## src/rtl/regfile_access_ctrl.sv

```systemverilog
// Command-driven initiator for the register bank: reads two operands,
// computes an ALU result and writes it back, or clears the whole bank.
module regfile_access_ctrl #(
  parameter int N = 5,
  parameter int W = 8
) (
  input  logic         clk,
  input  logic         rst,
  input  logic         cmd_valid,
  output logic         cmd_ready,
  input  logic [2:0]   cmd_op,
  input  logic [N-1:0] cmd_rs1,
  input  logic [N-1:0] cmd_rs2,
  input  logic [N-1:0] cmd_rd,
  output logic [N-1:0] rf_addr_rs1,
  output logic [N-1:0] rf_addr_rs2,
  input  logic [W-1:0] rf_rs1,
  input  logic [W-1:0] rf_rs2,
  output logic [N-1:0] rf_addr_rd,
  output logic [W-1:0] rf_data_in,
  output logic         rf_we,
  output logic         done,
  output logic [W-1:0] result,
  output logic         flag_z,
  output logic         flag_c
);

  localparam int SW = (W > 1) ? $clog2(W) : 1;

  localparam logic [2:0] OP_ADD = 3'b000;
  localparam logic [2:0] OP_SUB = 3'b001;
  localparam logic [2:0] OP_AND = 3'b010;
  localparam logic [2:0] OP_OR  = 3'b011;
  localparam logic [2:0] OP_XOR = 3'b100;
  localparam logic [2:0] OP_SLL = 3'b101;
  localparam logic [2:0] OP_MOV = 3'b110;
  localparam logic [2:0] OP_CLR = 3'b111;

  localparam logic [N-1:0] ADDR_ONE  = 1;
  localparam logic [N-1:0] ADDR_LAST = '1;

  typedef enum logic [2:0] {IDLE, READ, EXEC, WRITE, CLEAR} state_t;

  state_t         state;
  logic [2:0]     op_q;
  logic [N-1:0]   rd_q;
  logic [W-1:0]   opa;
  logic [W-1:0]   opb;
  logic [W-1:0]   alu_res;
  logic           alu_c;

  // ALU on the captured operands; carry only meaningful for ADD/SUB
  always_comb begin
    alu_res = '0;
    alu_c   = 1'b0;
    case (op_q)
      OP_ADD:  {alu_c, alu_res} = {1'b0, opa} + {1'b0, opb};
      OP_SUB:  begin
        alu_res = opa - opb;
        alu_c   = (opa < opb);
      end
      OP_AND:  alu_res = opa & opb;
      OP_OR:   alu_res = opa | opb;
      OP_XOR:  alu_res = opa ^ opb;
      OP_SLL:  alu_res = opa << opb[SW-1:0];
      OP_MOV:  alu_res = opa;
      default: alu_res = '0;
    endcase
  end

  // Command FSM; every bank-facing output and status flag is registered here
  always_ff @(posedge clk or posedge rst) begin
    if (rst) begin
      state       <= IDLE;
      cmd_ready   <= 1'b1;
      op_q        <= '0;
      rd_q        <= '0;
      opa         <= '0;
      opb         <= '0;
      rf_addr_rs1 <= '0;
      rf_addr_rs2 <= '0;
      rf_addr_rd  <= '0;
      rf_data_in  <= '0;
      rf_we       <= 1'b0;
      done        <= 1'b0;
      result      <= '0;
      flag_z      <= 1'b0;
      flag_c      <= 1'b0;
    end else begin
      case (state)
        IDLE: begin
          rf_we <= 1'b0;
          done  <= 1'b0;
          if (cmd_valid && cmd_ready) begin
            cmd_ready <= 1'b0;
            op_q      <= cmd_op;
            rd_q      <= cmd_rd;
            if (cmd_op == OP_CLR) begin
              // First clear write is issued straight from acceptance, at address 1
              state      <= CLEAR;
              rf_we      <= 1'b1;
              rf_addr_rd <= ADDR_ONE;
              rf_data_in <= '0;
              if (ADDR_ONE == ADDR_LAST) begin
                done   <= 1'b1;
                result <= '0;
                flag_z <= 1'b1;
                flag_c <= 1'b0;
              end
            end else begin
              state       <= READ;
              rf_addr_rs1 <= cmd_rs1;
              rf_addr_rs2 <= cmd_rs2;
            end
          end
        end
        READ: begin
          opa   <= rf_rs1;
          opb   <= rf_rs2;
          state <= EXEC;
        end
        EXEC: begin
          result     <= alu_res;
          flag_z     <= (alu_res == '0);
          flag_c     <= alu_c;
          rf_addr_rd <= rd_q;
          rf_data_in <= alu_res;
          rf_we      <= (rd_q != '0);
          done       <= 1'b1;
          state      <= WRITE;
        end
        WRITE: begin
          rf_we     <= 1'b0;
          done      <= 1'b0;
          cmd_ready <= 1'b1;
          state     <= IDLE;
        end
        CLEAR: begin
          if (rf_addr_rd == ADDR_LAST) begin
            rf_we     <= 1'b0;
            done      <= 1'b0;
            cmd_ready <= 1'b1;
            state     <= IDLE;
          end else begin
            rf_addr_rd <= rf_addr_rd + ADDR_ONE;
            if (rf_addr_rd == ADDR_LAST - ADDR_ONE) begin
              done   <= 1'b1;
              result <= '0;
              flag_z <= 1'b1;
              flag_c <= 1'b0;
            end
          end
        end
        default: state <= IDLE;
      endcase
    end
  end

endmodule

```

## config.mk

```make
export PLATFORM = sky130hd
export DESIGN_NAME = regfile_access_ctrl
export DESIGN_NICKNAME = d
export VERILOG_FILES = /design/src/rtl/regfile_access_ctrl.sv
export SDC_FILE = /design/constraint.sdc
export NUM_CORES = 1
export LEC_CHECK = 0
export CAP_MARGIN = 0
export CORE_MARGIN = 5
export CORE_UTILIZATION = 30
export DETAILED_ROUTE_END_ITERATION = 6
export PLACE_DENSITY = 0.51
export SYNTH_ARGS = -nofsm -noshare
export SYNTH_HDL_FRONTEND = slang
export SYNTH_SLANG_ARGS = --single-unit
```

## constraint.sdc

```tcl
create_clock -name clk -period 6.6 [get_ports clk]
set_input_delay 0.99 -clock clk [delete_from_list [all_inputs] [get_ports clk]]
set_output_delay 0.99 -clock clk [all_outputs]
set_load 0.01 [all_outputs]
```

# After elaboration in Yosys (flattened, before gate mapping)
# Cells that the tools add are included.
dict set report classes {
  add_sub_neg 3
  magnitude_cmp 1
  n_eq_ne 19
  n_shift 1
  n_mux 31
  bitwise 4
  n_reduce_logical 21
}
# operator count
set ops {}
lappend ops {{$pmux W8 S7} 1}
lappend ops {{$mux W8} 4}
lappend ops {{$pmux W8 S2} 2}
lappend ops {{$eq A3 B3 Y1 const B} 5}
lappend ops {{$mux W5} 3}
lappend ops {{$pmux W5 S3} 1}
lappend ops {{$eq A3 B2 Y1 const B} 4}
lappend ops {{$pmux W3 S4} 1}
lappend ops {{$reduce_and A3 Y1} 4}
lappend ops {{$eq A5 B5 Y1 const B} 2}
lappend ops {{$mux W1} 10}
lappend ops {{$ne A2 B2 Y1 const B} 5}
lappend ops {{$add A8 B8 Y9} 1}
lappend ops {{$mux W3} 3}
lappend ops {{$reduce_bool A3 Y1} 3}
lappend ops {{$and A8 B8 Y8} 1}
lappend ops {{$logic_not A8 Y1} 1}
lappend ops {{$lt A8 B8 Y1} 1}
lappend ops {{$or A8 B8 Y8} 1}
lappend ops {{$reduce_and A2 Y1} 4}
lappend ops {{$shl A8 B3 Y8} 1}
lappend ops {{$sub A8 B8 Y8} 1}
lappend ops {{$xor A8 B8 Y8} 1}
lappend ops {{$eq A3 B1 Y1 const B} 2}
lappend ops {{13 further kinds} 18}
dict set report word_totals {
  regBits 63
  input_bits 37
  out_inout_bits 36
  word_cells 95
}

# Longest topological paths before layout
dict set report logic_depth {
  ltp_word 4
  depth_mapped 10
  mapped_depth_nobuf 10
}

# Worst setup path before layout
# Ideal clock, no wire load.
dict set report synth_timing {
  kind {reg-to-reg}
  from {register opb[1]}
  to {register flag_z}
  setup_time_ps 68
  arrival_ps 2588
  required_time_ps 6532
  setup_slack_ps 3944
  path_stages_with_launch 11
  path_buffers 1
  synth_period_minus_slack_ps 2656
  path_cell_list {dfrtp_1 > clkbuf_1 > inv_1 > ha_1 > a21o_1 > and4_1 > a311oi_1 > o21ai_1 > xor2_1 > a221oi_1 > a32o_1}
}
dict set report synth_via {
  elab_chain_len 4
  elab_cells_between_ends 9
  cone_classes {2 x add/sub; 1 x shift; 2 x mux; 3 x bitwise; 1 x reduce/logical}
}
# element line
set synth_rtl {}
lappend synth_rtl {{start, declared} 48} ;# logic [W-1:0] opb;
lappend synth_rtl {{start signal, assigned} 119} ;# opb <= rf_rs2;
lappend synth_rtl {{$sub A8 B8 Y8, or another cell as far along} 59} ;# alu_res = opa - opb;
lappend synth_rtl {{$pmux W8 S7 (*)} 56} ;# case (op_q)
lappend synth_rtl {{$logic_not A8 Y1 (*)} 124} ;# flag_z <= (alu_res == '0);
lappend synth_rtl {{$pmux W1 S2 (*)} 90} ;# case (state)
lappend synth_rtl {{end signal, assigned} 124}
lappend synth_rtl {{end, declared} 24} ;# output logic flag_z,
# Mark *: on every way between the ends. The rest lies on a longest branch, timed or not.
# A chain may end at the register's enable or synchronous reset.

# Final worst setup path
dict set report layout_timing {
  from {input cmd_valid}
  to {register rf_addr_rs2[2]}
}
dict set report layout_via {
  elab_chain_len 2
}
# element line
set layout_rtl {}
lappend layout_rtl {{start, declared} 9} ;# input logic cmd_valid,
lappend layout_rtl {{$logic_and A1 B1 Y1} 94} ;# if (cmd_valid && cmd_ready) begin
lappend layout_rtl {{$reduce_and A3 Y1 (no line)} --}
lappend layout_rtl {{end signal, assigned} 113} ;# rf_addr_rs2 <= cmd_rs2;
lappend layout_rtl {{end, declared} 16} ;# output logic [N-1:0] rf_addr_rs2,
# Every way passes these cells.

==> impl_metrics.prom <==
# TYPE chip_impl_metric gauge
chip_impl_metric{name="postSynth.asyncResetShare",unit="%"} 100
chip_impl_metric{name="post_synth_num_cell_types",unit=""} 58
chip_impl_metric{name="ant_nets",unit=""} 0
chip_impl_metric{name="floorplan.rows",unit=""} 42
chip_impl_metric{name="fillerInstances",unit=""} 1314
chip_impl_metric{name="power.internal",unit="mW"} 1.66
chip_impl_metric{name="worstSkewPairLatency",unit="ns"} 0.34
chip_impl_metric{name="min_period_over_period",unit="%"} 45.0
chip_impl_metric{name="met1_usage",unit="%"} 18.2
chip_impl_metric{name="seqPwrFrac",unit="%"} 28.4
chip_impl_metric{name="synth_fa_ha_area_share",unit="%"} 9.62
chip_impl_metric{name="period_needed",unit="ns"} 2.97
chip_impl_info{name="tritoncts",value="yes"} 1
chip_impl_metric{name="finalMaxSlewViolations",unit=""} 0
chip_impl_metric{name="number_of_antenna_violations_at_the_first_check_in_global_routing",unit=""} 0
chip_impl_metric{name="worstPathMaxFanout",unit=""} 10
chip_impl_metric{name="synthesis.area",unit="um^2"} 4060
chip_impl_metric{name="cts_hold_buffers",unit=""} 0
chip_impl_info{name="layout_common_cells",value="sky130_fd_sc_hd__clkdlybuf4s50_1, sky130_fd_sc_hd__dfrtp_1, sky130_fd_sc_hd__nand2_1"} 1
chip_impl_info{name="start_kind",value="input pin"} 1
chip_impl_info{name="setup_repair_after_global_routing_missed_its_margin",value="false"} 1
chip_impl_metric{name="seq_area",unit="um^2"} 1580
chip_impl_metric{name="postSynthNetCount",unit=""} 491
chip_impl_metric{name="fmax",unit="GHz"} 0.336
chip_impl_metric{name="grt_max_degree",unit=""} 64
chip_impl_metric{name="power_density",unit="nW/um^2"} 561
chip_impl_metric{name="dpl.hpwl",unit="mm"} 8.05
chip_impl_metric{name="ratio_of_cells_with_drive_above_1_in_the_final_layout",unit="%"} 9.82
chip_impl_info{name="root_buffer_master",value="sky130_fd_sc_hd__clkbuf_16"} 1
chip_impl_metric{name="post-cts-setup-buffers",unit=""} 0
chip_impl_metric{name="boundaryPins",unit=""} 73
chip_impl_metric{name="finalInstanceArea",unit="um^2"} 5170
chip_impl_metric{name="avgRoutedWirePerCell",unit="um"} 16.2
chip_impl_metric{name="netSwitchingPower",unit="mW"} 1.24
chip_impl_metric{name="timing.final.setup_violations",unit=""} 0
chip_impl_info{name="netlist.top_cell.by_area",value="sky130_fd_sc_hd__dfrtp_1"} 1
chip_impl_metric{name="num_antenna_cells",unit=""} 0
chip_impl_metric{name="power.share.switching",unit="%"} 42.8
chip_impl_metric{name="cts.sinks",unit=""} 63
chip_impl_metric{name="numCtsBuffers",unit=""} 9
chip_impl_info{name="startpoint_to_endpoint_class_of_the_critical_path",value="input pin to flip-flop"} 1
chip_impl_metric{name="drc_errors",unit=""} 0
chip_impl_metric{name="synthMuxAreaShare",unit="%"} 9.81
chip_impl_metric{name="grt_first_pass_wirelength",unit="mm"} 17.6
chip_impl_metric{name="grt_util_met3",unit="%"} 3.98
chip_impl_metric{name="floorplan.initialDensity",unit="%"} 30.6
chip_impl_metric{name="footprint_of_the_multi_input_gates",unit="um^2"} 2250
chip_impl_metric{name="syn-instance-count",unit=""} 424
chip_impl_metric{name="synth_top_area_share",unit="%"} 38.2
chip_impl_metric{name="grt_pass1_vias",unit=""} 3321
chip_impl_info{name="run_status",value="completed"} 1
chip_impl_metric{name="yosys_register_bits",unit=""} 63
chip_impl_metric{name="vias_per_cell",unit=""} 4.97
chip_impl_metric{name="fin_nets",unit=""} 551
chip_impl_metric{name="worst_case_setup_slack_after_placement",unit="ns"} 3.26
chip_impl_metric{name="syn_avg_cell_area",unit="um^2"} 9.57
chip_impl_metric{name="seq_area_frac_synth",unit="%"} 38.9
chip_impl_metric{name="worst_hold_margin",unit="ns"} 0.479
chip_impl_metric{name="met2_usage",unit="%"} 21.0
chip_impl_info{name="synth_ff_type",value="sky130_fd_sc_hd__dfrtp_1"} 1
chip_impl_metric{name="area.growth.synth_to_final",unit="%"} 27.6
chip_impl_metric{name="global_router_s_overall_resource_usage",unit="%"} 13.7
chip_impl_metric{name="h-tree-depth",unit=""} 3
chip_impl_info{name="global_route.peak_usage_layer",value="met2"} 1
chip_impl_metric{name="numPortBuffers",unit=""} 72
chip_impl_metric{name="worst_clock_skew",unit="ns"} 0.00619
chip_impl_info{name="main_combinational_cell_family_by_area_after_synthesis",value="compound AO/OA/AOI/OAI gates"} 1
chip_impl_metric{name="placeableCoreArea",unit="um^2"} 13200
chip_impl_metric{name="worst_ir_drop_vdd",unit="mV"} 0.150
chip_impl_metric{name="setup_ws",unit="ns"} 3.63
chip_impl_metric{name="timing.final.hold_violations",unit=""} 0
chip_impl_metric{name="cts.path.max_buffers",unit=""} 2
chip_impl_metric{name="drt_pre_antenna_iters",unit=""} 4
chip_impl_metric{name="power.clock.fraction",unit="%"} 16.1
chip_impl_metric{name="cp_data_arrival_time",unit="ns"} 3.19
chip_impl_metric{name="synthSimpleGateAreaFrac",unit="%"} 15.9
chip_impl_metric{name="final.setup.tns",unit="ns"} 0
chip_impl_metric{name="place.gp.congestion",unit=""} 0.823
chip_impl_metric{name="number_of_synthesized_flops_with_an_enable_pin",unit=""} 0
chip_impl_metric{name="synth_warn",unit=""} 0
chip_impl_metric{name="detail_route.wirelength",unit="mm"} 10.8
chip_impl_metric{name="comb_power_share",unit="%"} 55.5
chip_impl_metric{name="globalRouteOverflowTotal",unit=""} 0
chip_impl_metric{name="die_height",unit="um"} 126
chip_impl_metric{name="cts.repair.resized",unit=""} 0
chip_impl_metric{name="leakagePower",unit="nW"} 2.28
chip_impl_metric{name="routed-via-count",unit=""} 3303
chip_impl_metric{name="max_slew_headroom",unit="%"} 32.1
chip_impl_metric{name="drt_iter0_markers",unit=""} 211
chip_impl_info{name="hold_path_class",value="flip-flop to flip-flop"} 1
chip_impl_metric{name="utilization",unit="%"} 39.1
chip_impl_info{name="setup.worst_path.end_class",value="flip-flop"} 1
chip_impl_metric{name="cap_viol_max_count",unit=""} 0
chip_impl_metric{name="clk_transition_reported_paths",unit="ns"} 0.05
chip_impl_metric{name="synth_compound_area_share",unit="%"} 18.0
chip_impl_metric{name="worst_ep_required_time",unit="ns"} 6.81
chip_impl_metric{name="die_w",unit="um"} 126
chip_impl_metric{name="synth_xor_area_share",unit="%"} 1.94
chip_impl_metric{name="tightestPinTransition",unit="ns"} 1.01
chip_impl_info{name="layout.cells.most_common",value="sky130_fd_sc_hd__clkdlybuf4s50_1"} 1
chip_impl_metric{name="postPlaceCellArea",unit="um^2"} 4880
chip_impl_info{name="synth_area_leaders",value="sky130_fd_sc_hd__dfrtp_1, sky130_fd_sc_hd__ha_1, sky130_fd_sc_hd__mux2_2"} 1
chip_impl_metric{name="die-area",unit="um^2"} 15900
==> cell usage after synthesis, drive strengths merged, types with 6 or more instances <==
cell,count
a21oi,17
and3,6
o22ai,8
o21ai,38
nor3,8
mux2,20
dfrtp,62
nor2b,7
a22oi,6
a21o,15
nor2,27
ha,28
inv,27
nand2,44
mux2i,6
nand2b,11
buf,9
clkbuf,16
==> power by group through the flow <==
| stage | logic, mW | clock network (mW) | registers [mW] |
|---|---|---|---|
| after floorplan | 1.17 | 0 | 0.748 |
| after global placement | 1.60 | 0 | 0.825 |
| after detailed placement | 1.62 | 0 | 0.832 |
| after CTS | 1.62 | 0.485 | 0.824 |
| after global routing | 1.78 | 0.501 | 0.859 |
| final | 1.61 | 0.468 | 0.824 |
==> routing by layer <==
layer / up-vias / routed length [um]
li1: 1619 / -
met1: 1581 / 5200
met4: 0 / 210
met5: - / 0
met2: 87 / 4820
met3: 16 / 551
==> worst max-delay path: stages <==
cell                              delay, ns
sky130_fd_sc_hd__clkdlybuf4s50_1       0.51
sky130_fd_sc_hd__nand2_1               0.11
sky130_fd_sc_hd__nor4_4                0.53
sky130_fd_sc_hd__and2_0                0.63
sky130_fd_sc_hd__mux2_2                0.41
==> path summary, 6_finish.rpt <==
path | startpoint | end | slack, ns | depth (start not counted)
worst max-delay path | cmd_valid | rf_addr_rs2[2]$_DFFE_PP0P_ | 3.63 | 5
worst min-delay path | rf_data_in[5]$_DFFE_PP0P_ | rf_data_in[5]$_DFFE_PP0P_ | 0.48 | 1
worst max register to register | opb[1]$_DFFE_PP0P_ | flag_z$_DFFE_PP0P_ | 3.65 | 9
worst min register to register | rf_data_in[5]$_DFFE_PP0P_ | rf_data_in[5]$_DFFE_PP0P_ | 0.48 | 1
max in group asynchronous | rst | opb[0]$_DFFE_PP0P_ | 4.85 | 3
min in group asynchronous | rst | rf_data_in[5]$_DFFE_PP0P_ | 1.21 | 3
==> through the flow <==
stage | std cells | power [mW]
3_3_place_gp | 649 | 2.43
3_5_place_dp | 649 | 2.45
2_1_floorplan | 424 | 1.92
6_report | 665 | 2.90
4_1_cts | 665 | 2.93
5_1_grt | 665 | 3.14
==> state kept, by name, indices dropped and copies added, names as in the netlist <==
register     cells
opa              8
opb              8
result           8
rf_data_in       8
rd_q             5
rf_addr_rd       5
rf_addr_rs1      5
rf_addr_rs2      5
op_q             3
state            3
cmd_ready        1
done             1
flag_c           1
flag_z           1
rf_we            1
==> kinds of logic after synthesis <==
kind of cell	count (synthesis)
AO/OA/AOI/OAI	113
multiplexers	31
flip-flops	63
AND/OR/NAND/NOR	126
XOR/XNOR	9
buffers and inverters	52
adder cells (fa/ha/maj)	30
==> final cells by class <==
class	count	area share, %
inverters	27	1.96
multi-input cells	309	43.4
clock buffers	13	4.84
well taps	176	4.26
clock inverters	3	0.822
flip-flops and latches	63	30.5
repair buffers	74	14.2
Power figures use the tool's default switching activity.
